File: src/rtl/pc_fetch_sequencer.sv
// pc_fetch_sequencer
//   Control sequencer for the ProgramCounter register. Walks the fetch loop
//   (boot delay, idle, fetch handshake, branch flush, halt) and drives the PC
//   load enable and PCSrc select. Also counts retired instructions for debug.
//
// Ports
//   clk            in   rising-edge clock
//   Areset         in   asynchronous reset, active-high
//   run            in   core enable; 0 parks the sequencer in IDLE
//   imem_ready     in   instruction memory holds the word at PC this cycle
//   stall          in   hazard stall; current instruction is not accepted
//   branch_taken   in   decoded instruction is a taken branch/jump
//   halt_req       in   decoded instruction is ECALL/EBREAK
//   load           out  PC register load enable (combinational)
//   PCSrc          out  0 = PC+4, 1 = branch target (combinational)
//   instr_valid    out  instruction accepted/retired this cycle (combinational)
//   flush          out  squash the fetched word (decoded from state)
//   halted         out  core halted (decoded from state)
//   state          out  BOOT=0, IDLE=1, FETCH=2, FLUSH=3, HALT=4
//   retired_count  out  instructions retired since reset, wraps silently

module pc_fetch_sequencer #(
  parameter int unsigned BOOT_DELAY   = 2,
  parameter int unsigned FLUSH_CYCLES = 1
) (
  input  logic        clk,
  input  logic        Areset,
  input  logic        run,
  input  logic        imem_ready,
  input  logic        stall,
  input  logic        branch_taken,
  input  logic        halt_req,
  output logic        load,
  output logic        PCSrc,
  output logic        instr_valid,
  output logic        flush,
  output logic        halted,
  output logic [2:0]  state,
  output logic [31:0] retired_count
);

  localparam int unsigned STATE_W = 3;
  localparam int unsigned BOOT_W  = 4;
  localparam int unsigned FLUSH_W = 3;
  localparam int unsigned CNT_W   = 32;

  typedef enum logic [STATE_W-1:0] {
    S_BOOT  = 3'd0,
    S_IDLE  = 3'd1,
    S_FETCH = 3'd2,
    S_FLUSH = 3'd3,
    S_HALT  = 3'd4
  } state_e;

  state_e             state_q, state_d;
  logic [BOOT_W-1:0]  boot_cnt_q, boot_cnt_d;
  logic [FLUSH_W-1:0] flush_cnt_q, flush_cnt_d;
  logic [CNT_W-1:0]   retired_count_q, retired_count_d;
  logic               accept;

  // State and counter registers; reset aborts any sequence immediately.
  always_ff @(posedge clk or posedge Areset) begin
    if (Areset) begin
      state_q         <= S_BOOT;
      boot_cnt_q      <= BOOT_W'(BOOT_DELAY);
      flush_cnt_q     <= FLUSH_W'(FLUSH_CYCLES);
      retired_count_q <= '0;
    end else begin
      state_q         <= state_d;
      boot_cnt_q      <= boot_cnt_d;
      flush_cnt_q     <= flush_cnt_d;
      retired_count_q <= retired_count_d;
    end
  end

  // Next-state and PC control decode.
  always_comb begin
    state_d     = state_q;
    boot_cnt_d  = boot_cnt_q;
    flush_cnt_d = flush_cnt_q;
    load        = 1'b0;
    PCSrc       = 1'b0;
    instr_valid = 1'b0;
    accept      = run & imem_ready & ~stall;

    case (state_q)
      S_BOOT: begin
        // A delay of 0 or 1 both leave on the first edge after release.
        if (boot_cnt_q <= BOOT_W'(1)) begin
          state_d = S_IDLE;
        end else begin
          boot_cnt_d = boot_cnt_q - BOOT_W'(1);
        end
      end

      S_IDLE: begin
        if (run) begin
          state_d = S_FETCH;
        end
      end

      S_FETCH: begin
        if (!run) begin
          state_d = S_IDLE;
        end else if (accept) begin
          instr_valid = 1'b1;
          if (halt_req) begin
            // PC stays on the ECALL/EBREAK word.
            state_d = S_HALT;
          end else begin
            load = 1'b1;
            if (branch_taken) begin
              PCSrc       = 1'b1;
              state_d     = S_FLUSH;
              flush_cnt_d = FLUSH_W'(FLUSH_CYCLES);
            end
          end
        end
      end

      S_FLUSH: begin
        // Only run is looked at here, and only on the last bubble cycle.
        if (flush_cnt_q <= FLUSH_W'(1)) begin
          state_d     = run ? S_FETCH : S_IDLE;
          flush_cnt_d = FLUSH_W'(FLUSH_CYCLES);
        end else begin
          flush_cnt_d = flush_cnt_q - FLUSH_W'(1);
        end
      end

      S_HALT: begin
        state_d = S_HALT;
      end

      default: begin
        state_d = S_BOOT;
      end
    endcase
  end

  // Retired-instruction counter, free-running wrap.
  always_comb begin
    retired_count_d = retired_count_q + CNT_W'(instr_valid);
  end

  assign flush         = (state_q == S_FLUSH);
  assign halted        = (state_q == S_HALT);
  assign state         = STATE_W'(state_q);
  assign retired_count = retired_count_q;

endmodule

File: config.mk
export PLATFORM = sky130hd
export DESIGN_NAME = pc_fetch_sequencer
export DESIGN_NICKNAME = d
export VERILOG_FILES = /design/src/rtl/pc_fetch_sequencer.sv
export SDC_FILE = /design/constraint.sdc
export NUM_CORES = 1
export LEC_CHECK = 0
export ABC_AREA = 1
export BUFFER_PORTS_ARGS = -buffer_cell sky130_fd_sc_hd__buf_2
export CAP_MARGIN = 20
export CORE_MARGIN = 4
export CORE_UTILIZATION = 59
export DETAILED_ROUTE_END_ITERATION = 6
export PLACE_DENSITY = 0.83
export SKIP_CTS_REPAIR_TIMING = 1
export SYNTH_ARGS = -nofsm -noshare
export SYNTH_HDL_FRONTEND = slang
export SYNTH_SLANG_ARGS = --single-unit
File: constraint.sdc
create_clock -name clk -period 4.8 [get_ports clk]
set_input_delay 0.96 -clock clk [delete_from_list [all_inputs] [get_ports clk]]
set_output_delay 0.96 -clock clk [all_outputs]
set_load 0.01 [all_outputs]
# Yosys cells after proc, flatten, opt, wreduce, memory -nomap -nowiden
# Cells that the tools add are included.
[totals]
regBits = 42
input_bits = 7
output_inout_bits = 40
[op_classes]
add_sub_neg = 3
n_lt_le_gt_ge = 2
eq_ne = 13
n_mux = 27
bitwise = 4
reduce_logical = 5
[ops]
columns = ["cell", "n"]
rows = [
  ["3-bit 2-to-1 mux", 12],
  ["32-bit by 1-bit adder with 32-bit output", 1],
  ["3-bit one-hot mux with 5 select lines", 1],
  ["1-bit 2-to-1 mux", 12],
  ["2-bit inequality test (second input constant)", 6],
  ["5-bit AND reduction", 2],
  ["3-bit by 2-bit == test with 1-bit output (second input constant)", 2],
  ["3-bit one-hot mux with 2 select lines", 1],
  ["4-bit by 1-bit <= comparator with 1-bit output (second input constant)", 1],
  ["4-bit inequality test (second input constant)", 1],
  ["4-bit by 1-bit subtractor with 4-bit output (second input constant)", 1],
  ["3-bit by 1-bit == test with 1-bit output (second input constant)", 1],
  ["3-bit == test (second input constant)", 1],
  ["3-bit by 1-bit <= comparator with 1-bit output (second input constant)", 1],
  ["3-bit zero test", 1],
  ["3-bit inequality test (second input constant)", 1],
  ["3-bit by 1-bit subtractor with 3-bit output (second input constant)", 1],
  ["1-bit bitwise AND", 2],
  ["2-bit 2-to-1 mux", 1],
  ["2-bit by 1-bit inequality test with 1-bit output (second input constant)", 1],
  ["1-bit NOT", 2],
  ["2-bit AND reduction", 1],
  ["2-bit nonzero test", 1],
]

# Depth between registers and ports, before layout
[logic_depth]
ltp_word = 6
ltp_mapped = 12

# Worst setup path before layout
# Ideal clock, no wire load.
[synth_timing]
path_type = "in2reg"
start = "in stall"
end = "reg retired_count_q[18] (netlist: retired_count[18])"
setup_ns = 0.126
arrival_time_ns = 2.555
required_time_ns = 4.674
slack_ns = 2.118
cell_stages = 11
path_buffers = 0
path_cell_list = "inv_1 nand3_1 nor3_1 ha_1 ha_1 nand3_1 inv_1 nand2_2 nor2_2 nand2_1 xnor2_1"
[synth_between]
elab_chain_len = 6
[synth_rtl]
columns = ["element", "line", "text"]
rows = [
  ["start, declared", "30", "input logic stall,"],
  ["1-bit NOT", "84", "accept = run & imem_ready & ~stall;"],
  ["1-bit bitwise AND", "84", ""],
  ["1-bit 2-to-1 mux", "105", "end else if (accept) begin"],
  ["1-bit 2-to-1 mux", "103", "if (!run) begin"],
  ["1-bit 2-to-1 mux", "86", "case (state_q)"],
  ["named net instr_valid", "35", "output logic instr_valid,"],
  ["32-bit by 1-bit adder with 32-bit output", "143", "retired_count_d = retired_count_q + CNT_W'(instr_valid);"],
  ["named net retired_count_d[18]", "58", "logic [CNT_W-1:0] retired_count_q, retired_count_d;"],
  ["end signal, assigned", "72", "retired_count_q <= retired_count_d;"],
  ["end, declared", "58", ""],
]
# The timed path passes the listed nets, and every way through them passes these cells.
# A chain may end at the register's enable or synchronous reset.

# Final worst setup path
[layout_timing]
start = "in run"
end = "out instr_valid"
[layout_between]
elab_chain_len = 5
[layout_rtl]
columns = ["element", "line", "text"]
rows = [
  ["start, declared", "28", "input logic run,"],
  ["1-bit bitwise AND (2 in series)", "84", ""],
  ["1-bit 2-to-1 mux", "105", ""],
  ["1-bit 2-to-1 mux (*)", "103", ""],
  ["1-bit 2-to-1 mux (*)", "86", ""],
  ["end, declared", "35", ""],
]
# Every way passes the cells marked *; elsewhere a longest branch is shown, timed or not.

==> flow_metrics.py <==
metrics = {
    "run_status": {
        "status": "finished clean",
    },
    "synth": {
        "synth_top_family_by_area": "simple AND/OR/NAND/NOR gates",
        "synth_common_cells": "nand2_1, nor2_1, dfrtp_1",
        "synth-seq-cells": 42,
        "synth_edf_count": 0,
        "synth-xor-area-share": 0.111,
        "yosys_warnings": 0,
        "synth_compound_area_frac": 0.0159,
        "synth_simple_gate_area_frac": 0.331,
        "muxShareOfSynthArea": 0,
        "yosysSeqAreaShare": 0.445,
        "synth_cells": 310,
        "ys.flop_type": "dfrtp_1",
        "synth_async_sr_flop_share": 1.00,
        "yosysTopAreaCellShare": 0.423,
        "syn-cell-area_um2": 2370,
        "synth_area_per_cell_um2": 7.63,
        "synth.area.top_cells": "dfrtp_1, nand2_1, nor2_1",
        "synth.distinct_cells": 21,
        "synth_most_common_cell": "nand2_1",
        "synth_area_leader_cell": "dfrtp_1",
        "synth_fa_ha_area_frac": 0.0370,
        "syn_nets": 324,
    },
    "die": {
        "die_y_um": 71.3,
        "coreArea_um2": 3770,
        "rows": 22,
        "initial_core_util": 0.627,
        "ioPinCount": 47,
        "die_w_um": 71.3,
        "die-area_um2": 5090,
    },
    "clock_tree": {
        "cts.path.max_buffers": 2,
        "clkTransAtPathRegs_ns": 0.07,
        "cts_root_buf": "clkbuf_8",
        "cts_inserted_buffers": 5,
        "h-tree-depth": 2,
        "cts_tree": "done",
        "cts.sinks": 42,
        "clock_latency_ns": 0.29,
    },
    "layout": {
        "nets": 377,
        "final-seq-area_um2": 1050,
        "fin_util": 0.734,
        "design_area_um2": 2770,
        "num-fill-cells": 306,
        "area_delta_synth_final_pct": 16.9,
        "layoutNonFillerInstCount": 412,
        "multi_input_area_um2": 1170,
        "n_antenna_cell": 0,
        "drive_above_1_share": 0.184,
    },
    "sta": {
        "rsz0062_at_grt": "false",
        "clock_skew_ns": 0.00744,
        "tightest_slew_ns": 0.506,
        "fmax_ghz": 0.369,
        "period_share": 0.565,
        "drv_slew": 0,
        "slew_headroom": 0.663,
        "hold_violations": 0,
        "setup_viol": 0,
        "min_period_ns": 2.71,
        "setup-tns-final_ns": 0,
    },
    "global_route": {
        "grt_max_degree": 43,
        "grt_pass1_vias": 1968,
        "overflow": 0,
        "grt_pass1_wl_um": 8560,
        "antenna_found_initial": 0,
        "grt_util_all_layers": 0.212,
    },
    "worst_setup_path": {
        "rr_worst_depth": 11,
        "rrSetupSlack_ns": 2.50,
        "start_kind": "primary input",
        "worstReg2RegStart": "state[2]",
        "endpoint": "instr_valid",
        "end_kind": "output pin",
        "cp_max_fo": 6,
        "crit_start": "run",
        "path_class": "primary input to output pin",
        "cp.required_ns": 3.84,
        "crit_arrival_ns": 1.75,
        "r2r_end": "retired_count[18]",
    },
    "route": {
        "drt_iter0_drc": 193,
        "ant_nets": 0,
        "vias_per_cell": 5.21,
        "drt_wl_total_um": 5180,
        "num_vias": 2146,
        "drc": 0,
        "routedWlPerCell_um": 12.6,
        "drt-pass1-iter-count": 4,
    },
    "placement": {
        "hpwl_um": 4040,
        "globalplace.congestion": 0.982,
        "dp.cells": 404,
        "placedInstanceArea_um2": 2660,
        "io_buffers": 46,
    },
    "flow_run": {
        "drv_cap": 0,
    },
    "pwr": {
        "p_leak_uw": 0.00147,
        "total_power_uw": 889,
        "ir_drop_uv": 229,
        "power.density_nw_per_um2": 321,
    },
    "worst_hold_path": {
        "hold_path_class": "flip-flop to flip-flop",
    },
}
==> stage by stage <==
stage / setup WS (ns) / hold slack [ns]
finish: 2.09 / 0.504
global route: 1.94 / 0.538
CTS: 2.06 / 0.507
detailed placement: 1.95 / 0.495
global placement: 2.07 / 0.489
floorplan: 2.12 / 0.475
==> where the power goes <==
group / internal [uW] / switching (uW) / total (uW)
logic: 76.0 / 130 / 206
registers: 389 / 37.0 / 426
clock network: 145 / 112 / 258
total: 610 / 279 / 889
==> worst min path at each step <==
stage                     startpoint               end  slack (ns)  cells after the start
global placement       boot_cnt_q[1]     boot_cnt_q[1]        0.49                      2
global route        retired_count[5]  retired_count[5]        0.54                      1
CTS                    boot_cnt_q[1]     boot_cnt_q[1]        0.51                      2
detailed placement     boot_cnt_q[1]     boot_cnt_q[1]        0.50                      2
floorplan              boot_cnt_q[1]     boot_cnt_q[1]        0.48                      2
finish                 boot_cnt_q[1]     boot_cnt_q[1]        0.50                      2
==> cell usage in the layout (no fill, tap or decap), types with 5 or more instances in the layout <==
| cell type | Yosys | final |
|---|---|---|
| xnor2_1 | 8 | 8 |
| clkbuf_8 | 0 | 8 |
| dfrtp_1 | 40 | 40 |
| ha_1 | 7 | 7 |
| buf_2 | 0 | 46 |
| o21ai_0 | 5 | 5 |
| nand3_1 | 16 | 16 |
| nor2_1 | 57 | 57 |
| inv_1 | 36 | 36 |
| xor2_1 | 22 | 22 |
| nor3_1 | 5 | 5 |
| nand2_1 | 93 | 93 |
==> critical path, stage by stage <==
cell	delay, ns
buf_2	0.13
nand3_1	0.14
nor3_1	0.32
buf_2	0.21
==> cells by family after synthesis <==
family                     Yosys count
DFF                                 42
adders and majority gates            7
and+or+nand+nor                    187
AOI/OAI and AO/OA                    7
buffers and inverters               37
xor gates and xnor gates            30
==> metal layers <==
metal  GRT usage  routed length (um)  vias to the layer above
met5           0                   0                        -
met4      0.0710                 108                        0
met3      0.0505                 416                       11
met2       0.367                2570                      104
met1       0.259                2090                      979
li1            -                   -                     1052
==> cell type report <==
class | count | area share
tap | 48 | 0.0217
clock buffer | 8 | 0.0398
timing repair buffer | 47 | 0.0859
multi-input combinational | 231 | 0.423
inverter | 36 | 0.0488
sequential | 42 | 0.381
==> registers in the layout, summed over array words and instances, names as in the netlist <==
| signal | cells |
|---|---|
| retired_count | 32 |
| boot_cnt_q | 4 |
| flush_cnt_q | 3 |
| state | 3 |
Note: power is estimated with default switching activity, not from simulation.
